`src/rtl/mmio_responder_pkg.sv`:
```
// mmio_responder_pkg: shared widths, MMIO register offsets and FSM state encodings
// Contents:
//   DEF_XLEN / DEF_IO_WIDTH / DEF_ADDR_WIDTH : default widths for the responder
//   MMIO_OUT / MMIO_IN / MMIO_CHANGE / MMIO_TIMER : byte offsets inside the window
//   ST_IDLE / ST_ACCESS / ST_RESPOND : FSM state encodings
package mmio_responder_pkg;
    localparam int DEF_XLEN       = 32;
    localparam int DEF_IO_WIDTH   = 11;
    localparam int DEF_ADDR_WIDTH = 4;

    localparam logic [3:0] MMIO_OUT    = 4'h0;
    localparam logic [3:0] MMIO_IN     = 4'h4;
    localparam logic [3:0] MMIO_CHANGE = 4'h8;
    localparam logic [3:0] MMIO_TIMER  = 4'hC;

    localparam logic [1:0] ST_IDLE    = 2'd0;
    localparam logic [1:0] ST_ACCESS  = 2'd1;
    localparam logic [1:0] ST_RESPOND = 2'd2;
endpackage

```
`src/rtl/mmio_responder_synchronizer.sv`:
```
// mmio_responder_synchronizer: two-flop synchronizer for asynchronous inputs
// Ports:
//   clock : sampling clock
//   reset : asynchronous active-low reset, clears both stages
//   d     : asynchronous input
//   q     : synchronized output, two clock edges behind d
module mmio_responder_synchronizer #(
    parameter int WIDTH = 1
) (
    input  logic             clock,
    input  logic             reset,
    input  logic [WIDTH-1:0] d,
    output logic [WIDTH-1:0] q
);
    logic [WIDTH-1:0] meta;

    always_ff @(posedge clock or negedge reset) begin
        if (!reset) begin
            meta <= '0;
            q    <= '0;
        end else begin
            meta <= d;
            q    <= meta;
        end
    end
endmodule

```
`src/rtl/mmio_responder.sv`:
```
// mmio_responder: MMIO load/store responder with output register, synchronized inputs, change flags and timer
// Ports:
//   clock, reset                        : clock and asynchronous active-low reset
//   req_valid/req_ready/req_write       : request handshake and direction (1 = store)
//   req_address/req_write_data          : byte offset and store data
//   resp_valid/resp_ready               : held response handshake
//   resp_read_data/resp_error           : load data (0 for stores/errors), error flag
//   io_input_bus/io_output_bus          : asynchronous inputs, registered outputs
module mmio_responder
    import mmio_responder_pkg::*;
#(
    parameter int XLEN       = DEF_XLEN,
    parameter int IO_WIDTH   = DEF_IO_WIDTH,
    parameter int ADDR_WIDTH = DEF_ADDR_WIDTH
) (
    input  logic                  clock,
    input  logic                  reset,
    input  logic                  req_valid,
    output logic                  req_ready,
    input  logic                  req_write,
    input  logic [ADDR_WIDTH-1:0] req_address,
    input  logic [XLEN-1:0]       req_write_data,
    output logic                  resp_valid,
    input  logic                  resp_ready,
    output logic [XLEN-1:0]       resp_read_data,
    output logic                  resp_error,
    input  logic [IO_WIDTH-1:0]   io_input_bus,
    output logic [IO_WIDTH-1:0]   io_output_bus
);
    logic [1:0]            state;
    logic                  wr_q;
    logic [ADDR_WIDTH-1:0] addr_q;
    logic [XLEN-1:0]       data_q;
    logic [IO_WIDTH-1:0]   sync_in;
    logic [IO_WIDTH-1:0]   prev_in;
    logic [IO_WIDTH-1:0]   change;
    logic [IO_WIDTH-1:0]   clr;
    logic [XLEN-1:0]       timer;
    logic [XLEN-1:0]       rd_data;
    logic [3:0]            off;
    logic                  ok;
    logic                  access;
    logic                  wr_en;

    mmio_responder_synchronizer #(.WIDTH(IO_WIDTH)) u_sync (
        .clock (clock),
        .reset (reset),
        .d     (io_input_bus),
        .q     (sync_in)
    );

    // Gated with reset so the initiator sees not-ready while reset is held.
    assign req_ready  = reset && state == ST_IDLE;
    assign resp_valid = state == ST_RESPOND;
    assign access     = state == ST_ACCESS;
    assign off        = addr_q[3:0];
    // Anything past the four mapped words only exists for wider address widths.
    assign ok         = addr_q[1:0] == 2'b00 && 32'(addr_q) < 32'd16;
    assign wr_en      = access && wr_q && ok;
    assign clr        = (wr_en && off == MMIO_CHANGE) ? data_q[IO_WIDTH-1:0] : '0;

    always_comb begin
        rd_data = off == MMIO_OUT    ? XLEN'(io_output_bus) :
                  off == MMIO_IN     ? XLEN'(sync_in) :
                  off == MMIO_CHANGE ? XLEN'(change) : timer;
    end

    always_ff @(posedge clock or negedge reset) begin
        if (!reset) begin
            state          <= ST_IDLE;
            wr_q           <= 1'b0;
            addr_q         <= '0;
            data_q         <= '0;
            resp_read_data <= '0;
            resp_error     <= 1'b0;
            io_output_bus  <= '0;
            prev_in        <= '0;
            change         <= '0;
            timer          <= '0;
        end else begin
            prev_in <= sync_in;
            // New edges are OR-ed in after the clear so a same-cycle set survives.
            change  <= (change & ~clr) | (sync_in ^ prev_in);
            timer   <= (wr_en && off == MMIO_TIMER) ? data_q : timer + XLEN'(1);
            if (wr_en && off == MMIO_OUT)
                io_output_bus <= data_q[IO_WIDTH-1:0];
            if (req_ready && req_valid) begin
                wr_q   <= req_write;
                addr_q <= req_address;
                data_q <= req_write_data;
            end
            if (access) begin
                resp_error     <= !ok;
                resp_read_data <= (ok && !wr_q) ? rd_data : '0;
            end
            state <= state == ST_IDLE   ? (req_valid ? ST_ACCESS : ST_IDLE) :
                     state == ST_ACCESS ? ST_RESPOND :
                     (resp_ready ? ST_IDLE : ST_RESPOND);
        end
    end
endmodule

```
`config.mk`:
```
export PLATFORM = sky130hd
export DESIGN_NAME = mmio_responder
export DESIGN_NICKNAME = d
export VERILOG_FILES = /design/src/rtl/mmio_responder_pkg.sv /design/src/rtl/mmio_responder_synchronizer.sv /design/src/rtl/mmio_responder.sv
export SDC_FILE = /design/constraint.sdc
export NUM_CORES = 1
export LEC_CHECK = 0
export CAP_MARGIN = 15
export CORE_MARGIN = 5
export CORE_UTILIZATION = 25
export CTS_CLUSTER_DIAMETER = 200
export DETAILED_ROUTE_END_ITERATION = 10
export PLACE_DENSITY = 0.52
export SETUP_SLACK_MARGIN = 0.05
export SLEW_MARGIN = 20
export SYNTH_ARGS = -nofsm -noshare
export SYNTH_HDL_FRONTEND = slang
export SYNTH_HIERARCHICAL = 1
export SYNTH_SLANG_ARGS = --single-unit
export TNS_END_PERCENT = 5
```
`constraint.sdc`:
```
create_clock -name clock -period 2 [get_ports clock]
set_clock_uncertainty 0.2 [all_clocks]
set_input_delay 0.2 -clock clock [delete_from_list [all_inputs] [get_ports clock]]
set_output_delay 0.2 -clock clock [all_outputs]
set_load 0.005 [all_outputs]
```
==> flow_summary.ini, run 1 <==
[status]
status = finished, final reports clean

[die]
fp.dieArea_sq_mm = 0.0291
die_w_um = 171
fp.coreArea_sq_mm = 0.0253
rows = 58
die_y_um = 171
num_io_pins = 98
start_util_pct = 25.5

[sta]
max_freq_mhz = 513
hold_slack_ns = 0.0139
fin_crit_sh_pct = 97.4
rsz0062_at_grt = true
max_slew_margin_pct = 45.0
worstMarginPinSlew_ns = 0.824
post-route-worst-setup-slack_ns = 0.0521
report.final.hold_viol_count = 0
fin_crit_ns = 1.95
slew_viol_final = 0
setup_total_negative_slack_ns = 0
finalSetupViolCount = 0

[final_layout]
area_growth_pct = 37.5
fillers = 2486
antenna_cells = 0
seqCellArea_sq_mm = 0.00398
multi_input_area_sq_mm = 0.00241
final_layout_size_suffix_gt1_share_pct = 21.7
nets = 722

[global_routing]
grt_pass1_vias = 4793
grt_max_degree = 160
grt_pass1_wl_um = 26900
grt_antenna_before_repair = 0
overflow = 0
grt.total_usage_pct = 12.0

[cts]
cts_buffer_depth = 2
cts_buffers = 17
cts_tree = built
clkLatencyLatePin_ns = 0.43
cts_root_buf = clkbuf_16
cts.reportedPaths.clkPinSlew_ns = 0.06
clock-sinks = 159
htree_levels = 4

[critical_path]
rr_endpoint = timer[31]
cpPeakStageDelay_ns = 0.59
cp_top_family = simple AND/OR/NAND/NOR gates
r2r_slack_ns = 0.05
critPathSlowestCell = or4_4
crit_buf_inv = 0
ff2ff_path_depth = 5
startpoint = timer[11]
crit_path_end_kind = flip-flop
crit_cells = 5
cp_data_required_time_ns = 2.11
reg2reg_from = timer[11]
setup.worst_path.class = flip-flop to flip-flop
cp.arrival_ns = 2.06
crit_chain = nand4_4 -> or4_4 -> nor3_4 -> xor2_1 -> mux2_1
cp-start-kind = flip-flop
crit_end = timer[31]
cp_max_fo = 4

[synthesis]
synth_compound_area_share_pct = 10.0
syn_inst = 532
synth_seq_area_share_pct = 61.6
synth_xor_xnor_area_share_pct = 5.56
synthSimpleGateAreaFrac_pct = 11.6
synth_top_family_by_area = simple AND/OR/NAND/NOR gates
synth_edf_count = 0
syn_area_sq_mm = 0.00645
synth_nets = 585
synth_flop_cell = dfrtp_1
synth-seq-cells = 159
syn_area_per_cell_sq_um = 12.1
synth.area.mux_share_pct = 8.72
ys_types = 35
synthAdderAreaFrac_pct = 0.194
async_flop_share_pct = 100
yosys_warnings = 6

[run]
drv_cap = 0

[route]
ant_nets = 0
drt-pass1-iter-count = 4
via_per_inst = 4.43
drt_iter0_drc = 210
totalWireLength_um = 17000
drc = 0
wl_per_cell_um = 16.8
num_vias = 4486

[power]
ir_worst_vdd_mv = 0.471
pwr_density_cell_mw_per_mm2 = 1270
p_leak_uw = 0.00370
total_power_uw = 11300

[placed_design]
dp_hpwl_um = 12000
place_congestion = 0.762
dp_worst_setup_slack_ns = 0.0254
portBuffers = 97

[min_path]
hp-class = input port to flip-flop
hold_start = io_input_bus[6]
[area by class of cell]
type                    count  share of cell area, %
multi-input cells         340                   27.2
well taps                 330                   4.65
clock inverters            13                   1.82
flip-flops and latches    159                   44.9
repair buffers            148                   16.2
inverters                   3                  0.127
clock buffers              19                   5.10
[placed cells by master, fill, tap and decap left out, drive strengths merged]
cell type,Yosys,layout
dfrtp,159,159
clkdlybuf4s50,0,94
nand2,56,56
mux2,50,50
buf,17,45
o21ai,42,42
a22o,32,32
nor2,27,27
xor2,25,25
nor3,22,22
clkbuf,13,19
xnor2,16,16
nand4,12,12
a21o,11,11
o22ai,11,11
and3,9,9
nand3,8,8
dlygate4sd3,0,7
clkinv,0,7
inv,3,5
and2,4,4
nor4,4,4
bufinv,0,3
and4,2,2
or2,2,2
nand2b,1,1
or4,1,1
nor3b,1,1
nor2b,1,1
a21oi,1,1
or3,1,1
ha,1,1
clkinvlp,0,1
dlygate4sd2,0,1
dlymetal6s2s,0,1
[worst min path at each step]
stage | endpoint | slack [ns] | depth (start not counted)
global route | u_sync/meta[5] | 0.009 | 1
finish | u_sync/meta[6] | 0.01 | 1
detailed placement | u_sync/q[0] | 0.13 | 0
CTS | u_sync/meta[6] | 0.0005 | 1
global placement | u_sync/q[2] | 0.14 | 0
floorplan | addr_q[0] | -0.30 | 0
[per-stage QoR]
stage,std cells,utilization (%),instance area (sq um)
after floorplan,532,-,6460
after global placement,968,31.9,8070
after detailed placement,968,31.9,8070
after CTS,1008,34.6,8760
after global routing,1012,35.0,8870
final,1012,35.0,8870
[worst reg2reg max path, cell delays in order, from the launching register on]
cell	delay (ns)
dfrtp_1	0.39
nand4_4	0.13
or4_4	0.60
nor3_4	0.15
xor2_1	0.09
mux2_1	0.28
[sequential cells by signal, summed over array words and instances, names as in the netlist]
name / count
data_q: 32
resp_read_data: 32
timer: 32
change: 11
io_output_bus: 11
prev_in: 11
u_sync/meta: 11
u_sync/q: 11
addr_q: 4
state: 2
resp_error: 1
wr_q: 1
[power breakdown]
part	switching, uW	internal, uW
logic	1380	1640
clock network	1300	2030
registers	789	4110
total	3470	7780
[logic make-up (layout without fill, tap and decap cells)]
group | after synthesis | after routing
flip-flops | 159 | 159
XOR/XNOR | 41 | 41
buffers and inverters | 33 | 183
AND/OR/NAND/NOR | 151 | 151
AO/OA/AOI/OAI | 97 | 97
multiplexers | 50 | 50
adder cells (fa/ha/maj) | 1 | 1
[synthesized netlist by cell type (2+ instances only)]
cell type	count	share of area, %
xnor2_1	16	2.2
o21ai_0	29	2.2
nor3_2	3	0.47
mux2_2	47	8.2
nor4_2	3	0.58
nor2_1	27	1.6
clkbuf_1	13	0.76
nor3_1	19	1.5
and2_1	4	0.39
buf_2	16	1.2
nand2_1	56	3.3
and4_1	2	0.27
xor2_1	25	3.4
nand4_1	11	1.1
a22o_1	32	4.3
o22ai_1	11	1.1
dfrtp_1	159	62
mux2_1	3	0.52
and3_1	9	0.87
inv_1	3	0.17
a21o_1	11	1.3
nand3_1	8	0.62
o21ai_1	13	1.0
[what timing repair did]
item | CTS | global route
cloned | 0 | 0
hold endpoints to repair | 165 | 0
setup buffers | 1 | 4
resized for setup | 2 | 21
hold buffers | 7 | 0
pin swaps | 1 | 6
endpoints found under the setup margin | 4 | 61
[metal layers]
layer / up-vias / global-route usage (%) / share of wire, %
li1: 2157 / - / -
met1: 2218 / 16.1 / 46
met2: 95 / 18.7 / 47
met3: 16 / 3.19 / 5.2
met4: 0 / 4.72 / 1.4
met5: - / 0 / 0
Note: power is estimated with default switching activity, not from simulation.
==> run 2, diff against run 1 <==
--- a/config.mk
+++ b/config.mk
@@ -13,3 +13,2 @@
 export PLACE_DENSITY = 0.52
-export SETUP_SLACK_MARGIN = 0.05
 export SLEW_MARGIN = 20
==> constraint.sdc (replaced) <==
create_clock -name clock -period 2 [get_ports clock]
set_clock_uncertainty 0.2 [all_clocks]
set_input_delay 0.5 -clock clock [delete_from_list [all_inputs] [get_ports clock]]
set_output_delay 0.5 -clock clock [all_outputs]
set_load 0.005 [all_outputs]
==> run 2 against run 1 <==
Compared with the run above: critical endpoint is now data_q[28]; combinational power about the same; die area unchanged; first-iteration DRC count up 0.95%; critical path type unchanged; largest power group unchanged.
==> flow_summary.ini, run 2 (synthesized netlist as in run 1, its figures left out) <==
[final_layout]
final_layout_size_suffix_gt1_share_pct = 22.5
reg.largest.list = data_q (32), resp_read_data (32), timer (32)
nets = 729
final_core_util_pct = 34.6
fillers = 2510
antenna_cells = 0
area_growth_pct = 35.6
layout_common_cells = 159 x dfrtp_1, 56 x nand2_1, 52 x buf_4
final_common_cell = dfrtp_1
seqCellArea_sq_mm = 0.00398
multi_input_area_sq_mm = 0.00238

[sta]
max_freq_mhz = 509
max_slew_margin_pct = 42.9
post-route-worst-setup-slack_ns = 0.0373
fin_crit_ns = 1.96
rsz0062_at_grt = true
setup_total_negative_slack_ns = 0
hold_slack_ns = 0.0963
slew_viol_final = 0
finalSetupViolCount = 0
report.final.hold_viol_count = 0
fin_crit_sh_pct = 98.1
worstMarginPinSlew_ns = 0.856

[cts]
cts_tree = built
htree_levels = 4
cts_hold_buf = 0
cts_buffer_depth = 2
clkLatencyLatePin_ns = 0.42
clock-sinks = 159
cts_buffers = 17
cts.reportedPaths.clkPinSlew_ns = 0.06
cts_root_buf = clkbuf_16

[placed_design]
dp_hpwl_um = 12200
portBuffers = 97
place_congestion = 0.793
dp_worst_setup_slack_ns = -0.0889

[die]
fp.dieArea_sq_mm = 0.0291
num_io_pins = 98
die_w_um = 171
start_util_pct = 25.5
die_y_um = 171
rows = 58
fp.coreArea_sq_mm = 0.0253

[critical_path]
crit_buf_inv = 4
setup.worst_path.class = flip-flop to flip-flop
cp.arrival_ns = 2.06
cp_max_fo = 18
crit_path_end_kind = flip-flop
cpMostUsedCell = buf_4
r2r_slack_ns = 0.04
cp_top_family = buffers and inverters
cp-start-kind = flip-flop
critPathSlowestCell = dfrtp_1
cp_data_required_time_ns = 2.10
cpPeakStageDelay_ns = 0.44
crit_chain = nor2_2 -> buf_4 -> buf_4 -> buf_4 -> and3_2 -> buf_12 -> mux2_2

[power]
combPwrFrac_pct = 27.8
switchingPower_uw = 3500
pwr-share-seq_pct = 44.0
intPower_uw = 7450
pwr_density_cell_mw_per_mm2 = 1250
swShare_pct = 32.0
p_clk_share_pct = 28.2
p_leak_uw = 0.00387
ir_worst_vdd_mv = 0.547

[global_routing]
grt_pass1_wl_um = 27700
grt_antenna_before_repair = 0
grt_max_degree = 160
grt_pass1_vias = 4962
overflow = 0
grt.total_usage_pct = 12.3

[route]
via_per_inst = 4.49
drt-pass1-iter-count = 4
wl_per_cell_um = 17.0
totalWireLength_um = 17300
drc = 0
drt_iter0_drc = 212
ant_nets = 0
num_vias = 4576

[min_path]
hp-class = input port to async pin

[run]
drv_cap = 0

[status]
status = finished, final reports clean
## run 2: cell count changes in the layout (fill, tap and decap cells not counted), sizes merged, moves of 2 or more
cell,delta
clkinv,+3
bufinv,-2
buf,+14
dlygate4sd2,+43
clkdlybuf4s50,-44
dlygate4sd3,-7
## run 2: path summary, 6_finish.rpt
check,cells after the start,to,startpoint
hold / removal,3,data_q[11],reset
setup reg to reg,7,data_q[28],state[0]
setup / recovery,7,data_q[28],state[0]
max in group asynchronous,3,data_q[28],reset
min in group clock,0,u_sync/q[2],u_sync/meta[2]
hold reg to reg,0,u_sync/q[2],u_sync/meta[2]
## run 2: power groups by stage
stage / Combinational [uW] / Clock (uW) / Sequential, uW
after detailed placement: 3110 / 0 / 4880
final: 3040 / 3080 / 4820
after CTS: 3020 / 3170 / 4830
after global placement: 3060 / 0 / 4850
after global routing: 3380 / 3320 / 4940
after floorplan: 1520 / 0 / 4750
## run 2: area by class of cell
| class | instances | area share, % |
|---|---|---|
| Sequential cell | 159 | 45.4 |
| Clock buffer | 18 | 4.90 |
| Inverter | 3 | 0.129 |
| Tap cell | 330 | 4.72 |
| Multi-Input combinational cell | 340 | 27.2 |
| Timing Repair Buffer | 155 | 16.0 |
| Clock inverter | 14 | 1.56 |
## run 2: layer usage
metal  track usage (%)  routed length (um)  up-vias
li1                  -                   -     2170
met1              16.5                8110     2288
met2              19.2                8080      100
met3              3.44                 863       18
met4              4.03                 295        0
met5                 0                   0        -
## run 2: repair_timing
item                                    in CTS  in global routing
endpoints found under the setup margin      46                 46
cloned                                       0                  1
gates resized for setup                     48                 16
setup buffers                                1                  2
pin swaps                                    1                  2
## run 2: through the flow
stage,cell area [sq um],power (uW),cells
finish,8750,10900,1019
global route,8750,11600,1019
CTS,8700,11000,1016
detailed placement,8180,8000,983
global placement,8180,7900,983
floorplan,6460,6270,532
## run 2: worst reg2reg max path, delay by kind of cell (launching register included)
| kind | cells | cell delay [ns] |
|---|---|---|
| simple gates | 2 | 0.37 |
| mux | 1 | 0.36 |
| buf+inv | 4 | 0.49 |
| flops | 1 | 0.44 |
==> run 3, diff against run 2 <==
CAP_MARGIN = 20   (was 15)
==> results of run 3 <==
Same layout as run 2: the final DEF is identical, and so are final timing and power.
